File: config.mk
export PLATFORM = sky130hd
export DESIGN_NAME = muldiv_unit
export DESIGN_NICKNAME = d
export VERILOG_FILES = /design/src/rtl/muldiv_pkg.sv /design/src/rtl/muldiv_div_iter.sv /design/src/rtl/muldiv_unit.sv
export SDC_FILE = /design/constraint.sdc
export NUM_CORES = 2
export LEC_CHECK = 0
export CORE_UTILIZATION = 60
export CTS_CLUSTER_DIAMETER = 80
export DETAILED_ROUTE_END_ITERATION = 8
export PLACE_DENSITY = 0.81
export SKIP_CTS_REPAIR_TIMING = 1
export SYNTH_ARGS = -nofsm -noshare
export SYNTH_HDL_FRONTEND = slang
export SYNTH_SLANG_ARGS = --single-unit
export TNS_END_PERCENT = 20
File: constraint.sdc
create_clock -name clk -period 18 [get_ports clk]
set_clock_uncertainty 0.05 [all_clocks]
set_input_delay 3.6 -clock clk [delete_from_list [all_inputs] [get_ports clk]]
set_output_delay 3.6 -clock clk [all_outputs]
set_load 0.1 [all_outputs]
File: src/rtl/muldiv_pkg.sv
// Shared operation codes, FSM state encoding and op-class helpers for muldiv_unit.
package muldiv_pkg;

  typedef enum logic [2:0] {
    OP_MULT  = 3'd0,
    OP_MULTU = 3'd1,
    OP_MADD  = 3'd2,
    OP_MADDU = 3'd3,
    OP_MSUB  = 3'd4,
    OP_MSUBU = 3'd5,
    OP_DIV   = 3'd6,
    OP_DIVU  = 3'd7
  } muldiv_op_e;

  localparam logic [2:0] ST_IDLE = 3'd0;
  localparam logic [2:0] ST_MUL  = 3'd1;
  localparam logic [2:0] ST_DIV  = 3'd2;
  localparam logic [2:0] ST_FIX  = 3'd3;
  localparam logic [2:0] ST_DONE = 3'd4;

  function automatic logic op_is_signed(input muldiv_op_e op);
    logic s;
    case (op)
      OP_MULT, OP_MADD, OP_MSUB, OP_DIV: s = 1'b1;
      default:                           s = 1'b0;
    endcase
    return s;
  endfunction

  function automatic logic op_is_div(input muldiv_op_e op);
    logic d;
    case (op)
      OP_DIV, OP_DIVU: d = 1'b1;
      default:         d = 1'b0;
    endcase
    return d;
  endfunction

endpackage

File: src/rtl/muldiv_div_iter.sv
// Radix-2 restoring divider datapath: one quotient bit per step on unsigned magnitudes.
module div_iter
  import muldiv_pkg::*;
#(
  parameter int WIDTH = 32
) (
  input  logic             clk,
  input  logic             rst,
  input  logic             load_i,
  input  logic             step_i,
  input  logic [WIDTH-1:0] dividend_i,
  input  logic [WIDTH-1:0] divisor_i,
  output logic [WIDTH-1:0] quotient_o,
  output logic [WIDTH-1:0] remainder_o,
  output logic             last_o
);

  localparam int CW = $clog2(WIDTH);
  localparam logic [CW-1:0] LAST_CNT = CW'(WIDTH - 1);

  logic [WIDTH-1:0] quo_r;
  logic [WIDTH-1:0] rem_r;
  logic [WIDTH-1:0] dvs_r;
  logic [CW-1:0]    cnt_r;
  logic [WIDTH:0]   trial_s;

  // The dividend shifts out of quo_r MSB-first while quotient bits shift in at the bottom.
  assign trial_s = {rem_r, quo_r[WIDTH-1]} - {1'b0, dvs_r};

  // Shift/subtract register and step counter.
  always_ff @(posedge clk) begin
    if (rst) begin
      quo_r <= {WIDTH{1'b0}};
      rem_r <= {WIDTH{1'b0}};
      dvs_r <= {WIDTH{1'b0}};
      cnt_r <= {CW{1'b0}};
    end else if (load_i) begin
      quo_r <= dividend_i;
      rem_r <= {WIDTH{1'b0}};
      dvs_r <= divisor_i;
      cnt_r <= {CW{1'b0}};
    end else if (step_i) begin
      if (!trial_s[WIDTH]) begin
        rem_r <= trial_s[WIDTH-1:0];
        quo_r <= {quo_r[WIDTH-2:0], 1'b1};
      end else begin
        rem_r <= {rem_r[WIDTH-2:0], quo_r[WIDTH-1]};
        quo_r <= {quo_r[WIDTH-2:0], 1'b0};
      end
      cnt_r <= cnt_r + 1'b1;
    end
  end

  assign quotient_o  = quo_r;
  assign remainder_o = rem_r;
  assign last_o      = (cnt_r == LAST_CNT);

endmodule

File: src/rtl/muldiv_unit.sv
// Iterative multiply / restoring divide unit for EX with start/done handshake and flush abort.
// Optional divider: define MULDIV_DIV_EN; otherwise DIV/DIVU complete at once with dbz set and result 0.
module muldiv_unit
  import muldiv_pkg::*;
#(
  parameter int WIDTH    = 32,
  parameter int MUL_STEP = 4
) (
  input  logic               clk,
  input  logic               rst,
  input  logic               start_i,
  input  muldiv_op_e         op_i,
  input  logic [WIDTH-1:0]   opa_i,
  input  logic [WIDTH-1:0]   opb_i,
  input  logic [2*WIDTH-1:0] hilo_i,
  input  logic               flush_i,
  output logic               busy_o,
  output logic               done_o,
  output logic [2*WIDTH-1:0] result_o,
  output logic               dbz_o
);

  localparam int DW  = 2 * WIDTH;
  localparam int N   = WIDTH / MUL_STEP;
  localparam int MCW = (N > 1) ? $clog2(N) : 1;
  localparam logic [MCW-1:0] MUL_LAST = MCW'(N - 1);

  logic [2:0]       state_r;
  logic [2:0]       state_nxt_s;
  muldiv_op_e       op_r;
  logic             sign_a_r;
  logic             sign_b_r;
  logic [DW-1:0]    hilo_r;
  logic [DW-1:0]    mcand_r;
  logic [DW-1:0]    prod_r;
  logic [WIDTH-1:0] mplier_r;
  logic [MCW-1:0]   mcnt_r;
  logic [DW-1:0]    result_r;
  logic             dbz_r;
  logic             busy_r;
  logic             done_r;

  logic             sign_a_s;
  logic             sign_b_s;
  logic [WIDTH-1:0] abs_a_s;
  logic [WIDTH-1:0] abs_b_s;
  logic             accept_s;
  logic             dbz_take_s;
  logic [DW-1:0]    dbz_res_s;
  logic [DW-1:0]    pp_s;
  logic [DW-1:0]    prod_fix_s;
  logic [DW-1:0]    fix_s;

  assign sign_a_s = op_is_signed(op_i) & opa_i[WIDTH-1];
  assign sign_b_s = op_is_signed(op_i) & opb_i[WIDTH-1];
  assign abs_a_s  = sign_a_s ? (~opa_i + 1'b1) : opa_i;
  assign abs_b_s  = sign_b_s ? (~opb_i + 1'b1) : opb_i;
  assign accept_s = start_i & ~flush_i & ((state_r == ST_IDLE) | (state_r == ST_DONE));
  assign pp_s     = mcand_r * {{(DW-MUL_STEP){1'b0}}, mplier_r[MUL_STEP-1:0]};

`ifdef MULDIV_DIV_EN
  logic [WIDTH-1:0] quo_s;
  logic [WIDTH-1:0] rem_s;
  logic [WIDTH-1:0] quo_fix_s;
  logic [WIDTH-1:0] rem_fix_s;
  logic             div_step_s;
  logic             div_last_s;

  assign dbz_take_s = accept_s & op_is_div(op_i) & (opb_i == {WIDTH{1'b0}});
  assign dbz_res_s  = {opa_i, {WIDTH{1'b1}}};
  assign div_step_s = (state_r == ST_DIV);
  // Remainder follows the dividend's sign; quotient negates when signs differ.
  assign quo_fix_s  = (sign_a_r ^ sign_b_r) ? (~quo_s + 1'b1) : quo_s;
  assign rem_fix_s  = sign_a_r ? (~rem_s + 1'b1) : rem_s;

  div_iter #(
    .WIDTH(WIDTH)
  ) u_div_iter (
    .clk        (clk),
    .rst        (rst),
    .load_i     (accept_s),
    .step_i     (div_step_s),
    .dividend_i (abs_a_s),
    .divisor_i  (abs_b_s),
    .quotient_o (quo_s),
    .remainder_o(rem_s),
    .last_o     (div_last_s)
  );
`else
  assign dbz_take_s = accept_s & op_is_div(op_i);
  assign dbz_res_s  = {DW{1'b0}};
`endif

  // Next-state selection; flush wins over any start or progress.
  always_comb begin
    state_nxt_s = state_r;
    if (flush_i) begin
      state_nxt_s = ST_IDLE;
    end else begin
      case (state_r)
        ST_IDLE, ST_DONE: begin
          if (accept_s) begin
            case (op_i)
              OP_MULT, OP_MULTU, OP_MADD, OP_MADDU, OP_MSUB, OP_MSUBU: state_nxt_s = ST_MUL;
`ifdef MULDIV_DIV_EN
              OP_DIV, OP_DIVU: state_nxt_s = dbz_take_s ? ST_DONE : ST_DIV;
`else
              OP_DIV, OP_DIVU: state_nxt_s = ST_DONE;
`endif
              default: state_nxt_s = ST_IDLE;
            endcase
          end else begin
            state_nxt_s = ST_IDLE;
          end
        end
        ST_MUL: begin
          if (mcnt_r == MUL_LAST) begin
            state_nxt_s = ST_FIX;
          end else begin
            state_nxt_s = ST_MUL;
          end
        end
`ifdef MULDIV_DIV_EN
        ST_DIV: begin
          if (div_last_s) begin
            state_nxt_s = ST_FIX;
          end else begin
            state_nxt_s = ST_DIV;
          end
        end
`endif
        ST_FIX:  state_nxt_s = ST_DONE;
        default: state_nxt_s = ST_IDLE;
      endcase
    end
  end

  // Sign and accumulator fix-up applied in the FIX cycle.
  always_comb begin
    prod_fix_s = (sign_a_r ^ sign_b_r) ? (~prod_r + 1'b1) : prod_r;
    fix_s      = prod_fix_s;
    case (op_r)
      OP_MADD, OP_MADDU: fix_s = hilo_r + prod_fix_s;
      OP_MSUB, OP_MSUBU: fix_s = hilo_r - prod_fix_s;
`ifdef MULDIV_DIV_EN
      OP_DIV, OP_DIVU:   fix_s = {rem_fix_s, quo_fix_s};
`endif
      default:           fix_s = prod_fix_s;
    endcase
  end

  // State register and registered handshake outputs.
  always_ff @(posedge clk) begin
    if (rst) begin
      state_r <= ST_IDLE;
      busy_r  <= 1'b0;
      done_r  <= 1'b0;
    end else begin
      state_r <= state_nxt_s;
      busy_r  <= (state_nxt_s == ST_MUL) | (state_nxt_s == ST_DIV) | (state_nxt_s == ST_FIX);
      done_r  <= (state_nxt_s == ST_DONE);
    end
  end

  // Operand capture on accept; shift-and-add multiply while in MUL.
  always_ff @(posedge clk) begin
    if (rst) begin
      op_r     <= OP_MULT;
      sign_a_r <= 1'b0;
      sign_b_r <= 1'b0;
      hilo_r   <= {DW{1'b0}};
      mcand_r  <= {DW{1'b0}};
      mplier_r <= {WIDTH{1'b0}};
      prod_r   <= {DW{1'b0}};
      mcnt_r   <= {MCW{1'b0}};
    end else if (accept_s) begin
      op_r     <= op_i;
      sign_a_r <= sign_a_s;
      sign_b_r <= sign_b_s;
      hilo_r   <= hilo_i;
      mcand_r  <= {{WIDTH{1'b0}}, abs_a_s};
      mplier_r <= abs_b_s;
      prod_r   <= {DW{1'b0}};
      mcnt_r   <= {MCW{1'b0}};
    end else if (state_r == ST_MUL) begin
      prod_r   <= prod_r + pp_s;
      mcand_r  <= mcand_r << MUL_STEP;
      mplier_r <= mplier_r >> MUL_STEP;
      mcnt_r   <= mcnt_r + 1'b1;
    end
  end

  // Result and divide-by-zero flag change only when an operation completes.
  always_ff @(posedge clk) begin
    if (rst) begin
      result_r <= {DW{1'b0}};
      dbz_r    <= 1'b0;
    end else if (flush_i) begin
      result_r <= result_r;
      dbz_r    <= dbz_r;
    end else if (state_r == ST_FIX) begin
      result_r <= fix_s;
      dbz_r    <= 1'b0;
    end else if (dbz_take_s) begin
      result_r <= dbz_res_s;
      dbz_r    <= 1'b1;
    end
  end

  assign busy_o   = busy_r;
  assign done_o   = done_r;
  assign result_o = result_r;
  assign dbz_o    = dbz_r;

endmodule

# After elaboration in Yosys (flattened, before gate mapping)
# Memories as Yosys holds them, arrays and structs flattened.
# Index checks and enable logic that the tools add are counted.
[totals]
regBits = 302
rom_bits = 16
input_bits = 135
out_inout_bits = 67
word_cells = 81
memories = 1
[classes]
n_addsub = 7
n_mul = 1
n_eq_ne = 16
mux = 18
bitwise_logic = 13
reduce_logical = 11
[memory_table]
columns = ["memory", "depth", "word_bits", "rd", "rd_ports_with_merged_regs", "wr", "line_no", "source"]
rows = [
  ["(no name shown)", 8, 2, 1, 0, 0, "muldiv_unit.sv:103", "case (op_i)"],
]
[op_table]
columns = ["op", "count"]
rows = [
  ["32-bit two-way mux", 6],
  ["64-bit two-way mux", 3],
  ["64-bit adder", 2],
  ["64-bit one-hot mux with 2 select lines", 1],
  ["32-bit by 1-bit adder with 32-bit output (second input constant)", 2],
  ["64-bit by 1-bit adder with 64-bit output (second input constant)", 1],
  ["64-bit by 4-bit multiplier with 64-bit output", 1],
  ["32-bit NOT", 2],
  ["64-bit NOT", 1],
  ["64-bit subtractor", 1],
  ["3-bit == test (second input constant)", 8],
  ["3-bit by 2-bit == test with 1-bit output (second input constant)", 6],
  ["2-bit OR reduction", 5],
  ["3-bit one-hot mux with 3 select lines", 1],
  ["3-bit by 1-bit == test with 1-bit output (second input constant)", 2],
  ["3-bit zero test", 2],
  ["3-bit two-way mux", 2],
  ["1-bit AND", 5],
  ["1-bit two-way mux", 4],
  ["2-bit nonzero test", 2],
  ["4-bit OR reduction", 1],
  ["3-bit by 1-bit adder with 3-bit output (second input constant)", 1],
  ["1-bit bitwise OR", 3],
  ["2-bit two-way mux", 1],
  ["other kinds (3)", 3],
]

# Longest topological paths before layout
[depth]
word_depth = 9
mapped_depth = 27
depth_no_buf = 25

# Least setup slack after synthesis
# OpenSTA, ideal clock, no wires.
[synth_path]
path_kind = "in2reg"
startpoint = "in opb_i[14]"
endpoint = "reg mplier_r[29]"
setup_time_ns = 0.128
t_arrival_ns = 5.915
required_ns = 17.822
slack_ns = 11.907
cell_stages = 9
n_path_buf = 0
path_cell_list = "or3_1 > or4_1 > or3_1 > nor4_1 > nand2_1 > o41ai_1 > xnor2_1 > a22oi_1 > nor2_1"
[synth_via]
elab_chain_cells = 4
[synth_rtl]
columns = ["element", "line_no", "source"]
rows = [
  ["start: declaration", "muldiv_unit.sv:14", "input logic [WIDTH-1:0] opb_i,"],
  ["32-bit NOT", "muldiv_unit.sv:57", "assign abs_b_s = sign_b_s ? (~opb_i + 1'b1) : opb_i;"],
  ["32-bit by 1-bit adder with 32-bit output", "muldiv_unit.sv:57", ""],
  ["32-bit two-way mux", "muldiv_unit.sv:57", ""],
  ["32-bit two-way mux", "muldiv_unit.sv:176", "end else if (accept_s) begin"],
  ["end signal: assignment", "muldiv_unit.sv:173", "mplier_r <= {WIDTH{1'b0}};"],
  ["end signal: assignment", "muldiv_unit.sv:182", "mplier_r <= abs_b_s;"],
  ["end signal: assignment", "muldiv_unit.sv:188", "mplier_r <= mplier_r >> MUL_STEP;"],
  ["end: declaration", "muldiv_unit.sv:36", "logic [WIDTH-1:0] mplier_r;"],
]
# No other way between the ends.
# A chain may end at the register's enable or synchronous reset.

# Worst setup path after layout
[layout_path]
startpoint = "reg prod_r[6]"
endpoint = "reg result_r[56] (netlist: result_o[56])"
[layout_via]
elab_chain_cells = 6
word_cells_on_any_way = 7
cone_classes = "add/sub (3); mux (3); bitwise (1)"
[layout_rtl]
columns = ["element", "line_no", "source"]
rows = [
  ["start: declaration", "muldiv_unit.sv:35", "logic [DW-1:0] prod_r;"],
  ["start signal: assignment", "muldiv_unit.sv:174", "prod_r <= {DW{1'b0}};"],
  ["start signal: assignment", "muldiv_unit.sv:183", "prod_r <= {DW{1'b0}};"],
  ["start signal: assignment", "muldiv_unit.sv:186", "prod_r <= prod_r + pp_s;"],
  ["64-bit NOT", "muldiv_unit.sv:140", "prod_fix_s = (sign_a_r ^ sign_b_r) ? (~prod_r + 1'b1) : prod_r;"],
  ["64-bit by 1-bit adder with 64-bit output", "muldiv_unit.sv:140", ""],
  ["64-bit two-way mux (*)", "muldiv_unit.sv:140", ""],
  ["64-bit subtractor / 64-bit adder (equally long branches)", "muldiv_unit.sv:144, muldiv_unit.sv:143", ""],
  ["64-bit one-hot mux with 2 select lines (*)", "muldiv_unit.sv:142", "case (op_r)"],
  ["64-bit two-way mux (*)", "muldiv_unit.sv:201", "end else if (state_r == ST_FIX) begin"],
  ["end signal: assignment", "muldiv_unit.sv:199", "result_r <= result_r;"],
  ["end signal: assignment", "muldiv_unit.sv:202", "result_r <= fix_s;"],
  ["end signal: assignment", "muldiv_unit.sv:205", "result_r <= dbz_res_s;"],
  ["end: declaration", "muldiv_unit.sv:38", "logic [DW-1:0] result_r;"],
]
# Every way passes the cells marked *; elsewhere a longest branch is shown, timed or not.

==> impl_metrics.yaml <==
run_status:
  status: "complete, no violations"
clock_network:
  clk_latency_ns: 0.57
  cts_inserted_buffers: 38
  clk_pin_slew_ns: 0.06
  cts_tree: "yes"
  cts-root-buf: "clkbuf_16"
  htreeDepth: 2
  clockBufferDepth: 3
  clock-sinks: 301
floorplanning:
  fp.dieH_um: 221.6
  core-area_mm2: 0.04765
  start_util_pct: 60.74
  rows: 80
  dieArea_mm2: 0.04912
  die_w_um: 221.6
  io_pins: 202
place:
  io_buffer_count: 201
  dp_hpwl_um: 59090
  place.gp.congestion: 0.9698
setup_path:
  r2r_slack_ns: 11.11
  crit_arrival_ns: 7.26
  worstReg2RegStart: "prod_r[6]$_SDFFE_PP0N_"
  worstSetupEndpointType: "flop"
  startpoint_type: "flop"
  crit_end: "result_o[56]$_SDFFE_PP0P_"
  crit_family: "simple AND/OR/NAND/NOR gates"
  crit_cells: 22
  worstPathRequired_ns: 18.37
  crit_start: "prod_r[6]$_SDFFE_PP0N_"
  crit_fanout: 14
  critical-path-max-stage-delay_ns: 0.74
  crit_chain: "or4_1, o41ai_1, xor2_1, nand3_1, nor4_1, and2_1, inv_1, nor2_1, a21oi_1, xnor2_1, ha_1, nand2_1, nor4_1, a21oi_1, nand3_1, a41oi_1, o41a_1, or4b_2, a31oi_1, a31o_2, mux2i_1, o22ai_1"
  reg2reg_depth: 22
  critical_path_class: "reg -> reg"
  crit_slowest_cell: "or4_1"
  worst-path-buf-inv: 1
  r2r_end: "result_o[56]$_SDFFE_PP0P_"
sta:
  fin_crit_sh_pct: 38.30
  finalSetupViolCount: 0
  maxSlewHeadroom_pct: 30.83
  worstMarginPinSlew_ns: 1.034
  rsz0062_at_grt: "false"
  whs_ns: 0.4090
  finalHoldViolCount: 0
  fmax_mhz: 145.0
  min_period_ns: 6.895
  setup_tns_ns: 0
  slew_viol_final: 0
route:
  ant_nets: 0
  viasPerCell: 6.020
  vias: 27090
  first_iter_violations: 2282
  drcViolationCount: 0
  wirelength_um: 77970
  drtPass1Iterations: 6
  wire_per_inst_um: 17.33
yosys:
  ys.flop_type: "dfxtp_1"
  yosysWarnings: 0
  synth.area.top_cells: "dfxtp_1 (21%), fa_1 (13%), nand2_1 (9.6%)"
  synth_cell_types: 90
  ys_seq_area_share_pct: 20.82
  async_reset_ff_share_pct: 0
  synth_area_per_cell_um2: 7.538
  syn_nets: 4294
  synth-edff-count: 0
  syn_area_mm2: 0.02894
  synth_cells: 3839
  ys_ff_latch: 301
  yosysTopAreaCellShare_pct: 20.82
  synth_area_leader_cell: "dfxtp_1"
worst_hold_path:
  min_from: "result_o[8]$_SDFFE_PP0P_"
  min_path_type: "reg -> reg"
final_layout:
  drive_above_1_share_pct: 3.655
  final_nets: 4314
  synthToLayoutAreaGrowth_pct: 11.63
  diodes: 0
power_and_ir_drop:
  vdd_drop_max_mv: 0.05745
  power_density_mw_per_mm2: 76.88
  p_leak_nw: 13.74
global_route:
  grt_usage_pct: 31.39
  grt_pass1_vias: 24960
  overflow: 0
  grt_pass1_wl_um: 128600
  grt_max_degree: 151
  antenna_found_initial: 0
job:
  max-cap-violations: 0
## flip-flops by register name (all words and copies together), names as in the netlist, 2 cells and up
register / flops
hilo_r: 64
mcand_r: 64
prod_r: 64
result_o: 64
mplier_r: 32
mcnt_r: 3
state_r: 3
op_r: 2
## cell usage after synthesis, types with 5 or more instances
cell and count:
a222oi_1 5, ha_1 137, a31oi_1 56, mux2i_1 22, clkbuf_1 214, or2_2 7, o41ai_1 12, nand3_1 73
a41oi_1 15, and3_1 24, nor4_1 28, a31o_2 7, a21boi_0 8, o21ai_0 125, o21bai_1 20, a22oi_1 48
a211oi_1 17, buf_1 18, xor2_1 128, nor2_1 274, or3_1 30, fa_1 183, a311oi_1 59, o22ai_1 16
a221oi_1 8, o21a_1 16, o2111ai_1 6, o31ai_1 26, nand4_1 44, or4_1 18, xnor2_1 160, dfxtp_1 301
nor2b_1 24, o211ai_1 18, nand2_1 744, and4_1 9, nand3b_1 5, nand2b_1 26, inv_1 189, and2_1 91
buf_2 10, a21o_1 101, nor3_1 58, a21oi_1 376
## power by group
group / switching (mW) / internal [mW]
clock network: 0.311 / 0.455
logic: 0.615 / 0.390
registers: 0.0255 / 0.687
## cell usage in the layout (no fill, tap or decap), types with 26 or more instances in the layout
cell	Yosys	routed
inv_1	189	189
nand2_1	744	743
clkdlybuf4s50_1	0	200
nor2_1	274	274
o31ai_1	26	26
and2_1	91	91
nand2b_1	26	26
a31oi_1	56	55
nor3_1	58	58
nor4_1	28	28
dfxtp_1	301	298
clkbuf_16	0	39
o21ai_0	125	125
a311oi_1	59	59
a21oi_1	376	376
xnor2_1	160	159
a22oi_1	48	48
or3_1	30	30
xor2_1	128	127
nand4_1	44	44
a21o_1	101	101
nand3_1	73	73
fa_1	183	183
ha_1	137	136
## worst min-delay path by stage
stage / to / slack (ns) / depth (start not counted)
after floorplan: hilo_r[0]$_SDFFE_PP0P_ / 0.39 / 2
after global routing: mplier_r[31]$_SDFFE_PP0P_ / 0.43 / 2
after global placement: result_o[8]$_SDFFE_PP0P_ / 0.39 / 2
final: result_o[8]$_SDFFE_PP0P_ / 0.41 / 2
after detailed placement: result_o[8]$_SDFFE_PP0P_ / 0.40 / 2
after CTS: result_o[8]$_SDFFE_PP0P_ / 0.40 / 2
## worst min-delay path: stages (launching register included)
cell and delay [ns]:
dfxtp_1 0.31, nand2_1 0.05, a21oi_1 0.05
## through the flow
stage	cell area (um^2)	total power [mW]	util (%)	worst slack, ns	instances
after floorplan	28940	1.471	-	11.91	3839
after global placement	31050	1.711	65.16	11.03	4434
after detailed placement	31050	1.706	65.16	10.96	4434
after CTS	32300	2.476	67.80	11.20	4500
after global routing	32300	2.621	67.80	10.59	4500
final	32300	2.484	67.80	11.11	4500
## area by class of cell
| class | count | area [um^2] |
|---|---|---|
| Clock inverter | 22 | 232.7 |
| Inverter | 190 | 713.2 |
| Clock buffer | 44 | 1025 |
| Tap cell | 615 | 769.5 |
| Multi-Input combinational cell | 3104 | 21340 |
| Timing Repair Buffer | 224 | 2198 |
| Sequential cell | 301 | 6030 |
| Fill cell | 4096 | 15340 |
## kinds of logic (layout without fill, tap and decap cells)
group | Yosys count | after routing | share of synthesized area, %
and+or+nand+nor | 1493 | 1493 | 23.65
AOI/OAI and AO/OA | 979 | 979 | 21.65
buffers and inverters | 434 | 480 | 5.724
adders and majority gates | 320 | 320 | 18.58
DFF | 301 | 301 | 20.82
xor gates and xnor gates | 289 | 289 | 8.772
muxes | 23 | 23 | 0.7998
## routing by layer
| metal | wire [um] | global-route usage [%] | vias up |
|---|---|---|---|
| met1 | 38230 | 48.39 | 12640 |
| met2 | 32590 | 46.05 | 1002 |
| met3 | 5520 | 3.538 | 99 |
| li1 | - | - | 13350 |
| met4 | 1635 | 8.289 | 0 |
| met5 | 0 | 0 | - |
Note: power is estimated with default switching activity, not from simulation.
